File: config.mk
export PLATFORM = sky130hd
export DESIGN_NAME = pool_stream
export DESIGN_NICKNAME = d
export VERILOG_FILES = /design/src/rtl/pool_pkg.sv /design/src/rtl/pool_lane.sv /design/src/rtl/pool_stream.sv
export SDC_FILE = /design/constraint.sdc
export NUM_CORES = 1
export LEC_CHECK = 0
export ABC_AREA = 1
export CAP_MARGIN = 20
export CORE_UTILIZATION = 53
export DETAILED_ROUTE_END_ITERATION = 12
export GPL_ROUTABILITY_DRIVEN = 0
export GPL_TIMING_DRIVEN = 1
export PLACE_DENSITY = 0.77
export SKIP_CTS_REPAIR_TIMING = 1
export SYNTH_ARGS = -nofsm -noshare
export SYNTH_HDL_FRONTEND = slang
export SYNTH_SLANG_ARGS = --single-unit
File: constraint.sdc
create_clock -name clk -period 2.6 [get_ports clk]
set_input_delay 0.39 -clock clk [delete_from_list [all_inputs] [get_ports clk]]
set_output_delay 0.39 -clock clk [all_outputs]
set_load 0.1 [all_outputs]
File: src/rtl/pool_pkg.sv
// Shared constants and sizing helpers for the streaming pooling unit.
package pool_pkg;

    localparam logic MODE_AVG = 1'b0;
    localparam logic MODE_MAX = 1'b1;

    function automatic int clog2(input int value);
        int result;
        int v;
        result = 0;
        v = value - 1;
        while (v > 0) begin
            result = result + 1;
            v = v >> 1;
        end
        return result;
    endfunction

    // Accumulator width that holds the sum of a full window without wrapping.
    function automatic int acc_width(input int bitwidth, input int window);
        return bitwidth + clog2(window);
    endfunction

endpackage

File: src/rtl/pool_lane.sv
// One pooling lane: running sum and running max over a window, plus the registered result.
module pool_lane
    import pool_pkg::*;
#(
    parameter int BITWIDTH = 8,
    parameter int WINDOW   = 4
) (
    input  logic                       clk,
    input  logic                       rst,
    input  logic                       accept,
    input  logic                       first,
    input  logic                       last,
    input  logic                       mode,
    input  logic signed [BITWIDTH-1:0] lane_in,
    output logic signed [BITWIDTH-1:0] result
);

    localparam int ACC_W = acc_width(BITWIDTH, WINDOW);
    localparam logic signed [ACC_W-1:0] WIN_S = ACC_W'(WINDOW);

    logic signed [ACC_W-1:0]    acc_q;
    logic signed [BITWIDTH-1:0] max_q;
    logic signed [ACC_W-1:0]    in_ext;
    logic signed [ACC_W-1:0]    sum;
    logic signed [ACC_W-1:0]    quot;
    logic signed [BITWIDTH-1:0] max_next;
    logic signed [BITWIDTH-1:0] final_val;

    // Signed division truncates toward zero; the quotient of a full window always fits BITWIDTH.
    always_comb begin
        in_ext    = {{(ACC_W-BITWIDTH){lane_in[BITWIDTH-1]}}, lane_in};
        sum       = acc_q + in_ext;
        quot      = sum / WIN_S;
        max_next  = (lane_in > max_q) ? lane_in : max_q;
        final_val = (mode == MODE_MAX) ? max_next : BITWIDTH'(quot);
    end

    always_ff @(posedge clk) begin
        if (rst) begin
            acc_q  <= '0;
            max_q  <= '0;
            result <= '0;
        end else if (accept) begin
            if (first) begin
                acc_q <= in_ext;
                max_q <= lane_in;
            end else begin
                acc_q <= sum;
                max_q <= max_next;
            end
            if (last) begin
                result <= final_val;
            end
        end
    end

endmodule

File: src/rtl/pool_stream.sv
// Streaming multi-channel pooling unit with valid/ready on both sides.
module pool_stream
    import pool_pkg::*;
#(
    parameter int BITWIDTH = 8,
    parameter int WINDOW   = 4,
    parameter int CHANNELS = 2
) (
    input  logic                         clk,
    input  logic                         rst,
    input  logic                         mode,
    input  logic [BITWIDTH*CHANNELS-1:0] in_data,
    input  logic                         in_valid,
    output logic                         in_ready,
    output logic [BITWIDTH*CHANNELS-1:0] out_data,
    output logic                         out_valid,
    input  logic                         out_ready
);

    localparam int CNT_W = (clog2(WINDOW) < 1) ? 1 : clog2(WINDOW);
    localparam logic [CNT_W-1:0] LAST_CNT = CNT_W'(WINDOW - 1);

    logic [CNT_W-1:0] cnt;
    logic [CNT_W-1:0] cnt_d;
    logic             mode_q;
    logic             mode_d;
    logic             out_valid_d;
    logic             first;
    logic             last;
    logic             accept;

    // Only the closing beat of a window has to wait for a held result to drain.
    always_comb begin
        first    = (cnt == '0);
        last     = (cnt == LAST_CNT);
        in_ready = !(out_valid && !out_ready && last);
        accept   = in_valid && in_ready;
    end

    always_comb begin
        cnt_d       = cnt;
        mode_d      = mode_q;
        out_valid_d = out_valid;
        if (accept) begin
            cnt_d = last ? '0 : cnt + CNT_W'(1);
            if (first) begin
                mode_d = mode;
            end
        end
        if (accept && last) begin
            out_valid_d = 1'b1;
        end else if (out_ready) begin
            out_valid_d = 1'b0;
        end
    end

    always_ff @(posedge clk) begin
        if (rst) begin
            cnt       <= '0;
            mode_q    <= MODE_AVG;
            out_valid <= 1'b0;
        end else begin
            cnt       <= cnt_d;
            mode_q    <= mode_d;
            out_valid <= out_valid_d;
        end
    end

    for (genvar c = 0; c < CHANNELS; c++) begin : g_lane
        pool_lane #(
            .BITWIDTH(BITWIDTH),
            .WINDOW  (WINDOW)
        ) u_lane (
            .clk    (clk),
            .rst    (rst),
            .accept (accept),
            .first  (first),
            .last   (last),
            .mode   (mode_q),
            .lane_in(in_data[c*BITWIDTH +: BITWIDTH]),
            .result (out_data[c*BITWIDTH +: BITWIDTH])
        );
    end

endmodule
==> results.json <==
{
  "final.setup_skew_ns": 0.007580,
  "clk_path_buf_depth": 2,
  "clock.fmax_ghz": 0.4061,
  "tightestPinTransition_ns": 0.8084,
  "hold_depth": 2,
  "yosysTopAreaCellShare_pct": 25.70,
  "total_power_uw": 3011,
  "finalNonFillerCells": 896,
  "timing.final.crit_share_pct": 94.72,
  "yosys_most_used_dff": "dfxtp_1",
  "die-area_mm2": 0.008599,
  "worst_setup_path_end_kind": "flop",
  "synth-seq-cells": 56,
  "max_slew_margin_pct": 46.05,
  "hold_path.class": "flop to flop",
  "timing.rr.start": "g_lane[1].u_lane.acc_q[8]$_SDFFE_PP0P_",
  "rr_worst_depth": 16,
  "num_antenna_cells": 0,
  "r2r_end": "g_lane[1].u_lane.result[2]$_SDFFE_PP0P_",
  "numCtsBuffers": 5,
  "drv_slew": 0,
  "synth_area_leaders": "dfxtp_1 26%, nand2_1 17%, ha_1 11%, a21oi_1 8.6%, inv_1 7.0%",
  "synthCells": 683,
  "crit_arrival_ns": 2.71,
  "critPathRequiredTime_ns": 2.85,
  "r2r_slack_ns": 0.14,
  "p_leak_uw": 0.002936,
  "finalInstanceArea_mm2": 0.005882,
  "synth-seq-area-share_pct": 25.70,
  "dp_cells": 886,
  "synth.most_common_cell": "nand2_1",
  "p_sw_share_pct": 37.46,
  "nets": 857,
  "synth_cell_types": 36,
  "cap_violations": 0,
  "dp_hpwl_um": 9461,
  "via_per_inst": 5.530,
  "p_switching_uw": 1128,
  "cts_root_buffer": "clkbuf_8",
  "start_util_pct": 55.60,
  "rows": 32,
  "htree_levels": 2,
  "whs_endpoint": "g_lane[0].u_lane.result[2]$_SDFFE_PP0P_",
  "final_util_pct": 74.95,
  "drive_gt1_share_pct": 25.82,
  "drt-initial-drc-count": 232,
  "period_needed_ns": 2.463,
  "hold_violations": 0,
  "place.port_buffers": 38,
  "placed_area_mm2": 0.005383,
  "grt_max_degree": 39,
  "syn-mean-instance-area_um2": 6.388,
  "synth-warning-count": 0,
  "synth-edff-count": 0,
  "die_w_um": 92.73,
  "remaining_drc_errors": 0,
  "synth_area_mm2": 0.004363,
  "rsz0062_at_grt": "true",
  "crit_type": "flop to flop",
  "vias": 4955,
  "cts_num_sinks": 56,
  "ant_nets": 0,
  "path_clk_slew_ns": 0.10,
  "synth_common_cells": "192 x nand2_1, 81 x inv_1, 75 x a21oi_1",
  "gr-total-overflow": 0,
  "timing.hold.ws_ns": 0.4682,
  "core_mm2": 0.007848,
  "internal_power_uw": 1883,
  "area_growth_pct": 34.82,
  "clk_latency_ns": 0.31,
  "cp_max_fo": 3,
  "seqPwrFrac_pct": 31.9,
  "tritoncts": "yes",
  "async_flop_share_pct": 0,
  "io_pins": 39,
  "first_pass_iters": 5,
  "syn_nets": 746,
  "drt-total-wl_um": 13230,
  "finalSetupViolCount": 0,
  "routedWlPerCell_um": 14.77,
  "antenna_found_initial": 0,
  "peakVddDrop_mv": 0.2894,
  "pwr-share-comb_pct": 45.9,
  "status": "completed",
  "start_kind": "flop",
  "power_density_mw_per_mm2": 511.9,
  "track_usage_pct": 30.87,
  "grt_pass1_vias": 4869,
  "p_clk_share_pct": 22.2,
  "die_y_um": 92.73,
  "yosysTopAreaCell": "dfxtp_1",
  "min-delay-start": "g_lane[0].u_lane.result[2]$_SDFFE_PP0P_",
  "grt_pass1_wl_um": 21280
}
-- worst max-delay path, cell delays in order (launching register included) --
cell and delay [ns]:
dfxtp_1 0.40, ha_4 0.23, nand2_1 0.10, a21oi_2 0.04, nor3_2 0.23, buf_4 0.14, nand3_1 0.07, nand2_1 0.10
nor2_1 0.05, ha_2 0.21, ha_4 0.17, inv_2 0.06, nor2_4 0.04, o21ai_1 0.13, nand2_1 0.07, o21bai_4 0.20
a21oi_1 0.15
-- power groups by stage --
stage | logic (uW) | clock network (uW) | registers [uW]
global route | 1540 | 704 | 969
finish | 1380 | 667 | 962
CTS | 1240 | 669 | 953
global placement | 1190 | 0 | 970
detailed placement | 1230 | 0 | 972
floorplan | 751 | 0 | 998
-- area by class of cell --
class | instances | area [um2]
multi-input cells | 511 | 3088
clock inverters | 2 | 60.06
clock buffers | 5 | 68.82
fillers | 610 | 1966
repair buffers | 128 | 1067
flip-flops and latches | 56 | 1125
well taps | 102 | 127.6
inverters | 92 | 345.3
-- per-stage QoR --
stage / setup WS [ns] / TNS [ns]
finish: 0.1373 / 0
global placement: -0.4272 / -4.389
CTS: -0.3115 / -1.124
global route: -0.02483 / -0.03855
floorplan: 0.04477 / 0
detailed placement: -0.6306 / -5.950
-- cell families after synthesis --
family | share of synthesized area [%]
compound gates | 18.53
xor+xnor | 1.204
fa+ha+maj | 12.39
buf+inv | 10.44
flops | 25.70
simple gates | 31.75
-- cells in the final DEF (no fill, tap or decap), types with 6 or more instances in the layout --
cell type       instances
a21oi_1                74
buf_4                 106
dfxtp_1                53
dlymetal6s2s_1         16
ha_1                   22
ha_2                    6
ha_4                   12
inv_1                  78
inv_2                  11
nand2_1               185
nand2_2                17
nand3_1                49
nand3_2                 6
nor2_1                 26
o21ai_0                41
o21ai_1                 9
o21ai_2                 8
or2_1                   6
-- worst max path at each step --
stage	start	end	slack (ns)	cells past startpoint
5_1_grt	g_lane[0].u_lane.acc_q[4]$_SDFFE_PP0P_	g_lane[0].u_lane.result[2]$_SDFFE_PP0P_	-0.02	17
6_report	g_lane[1].u_lane.acc_q[8]$_SDFFE_PP0P_	g_lane[1].u_lane.result[2]$_SDFFE_PP0P_	0.14	16
2_1_floorplan	out_valid$_SDFFE_PP0P_	g_lane[0].u_lane.result[0]$_SDFFE_PP0P_	0.04	10
3_5_place_dp	in_data[14]	g_lane[1].u_lane.result[6]$_SDFFE_PP0P_	-0.63	17
4_1_cts	in_data[14]	g_lane[1].u_lane.result[6]$_SDFFE_PP0P_	-0.31	17
3_3_place_gp	in_data[14]	g_lane[1].u_lane.result[6]$_SDFFE_PP0P_	-0.43	17
-- per-layer routing --
layer	wire (um)	track usage, %	share of wire (%)	up-vias
met3	570	3.695	4.3	57
met4	685	18.72	5.2	0
met5	0	0	0	-
li1	-	-	-	2444
met1	5160	33.47	39	2273
met2	6817	56.91	52	181
-- sequential cells by signal (all words and copies together), names as in the netlist --
name                  count
g_lane.u_lane.result     16
g_lane.u_lane.max_q      16
mode_q                    1
out_valid                 1
g_lane.u_lane.acc_q      20
cnt                       2
Power figures use the tool's default switching activity.
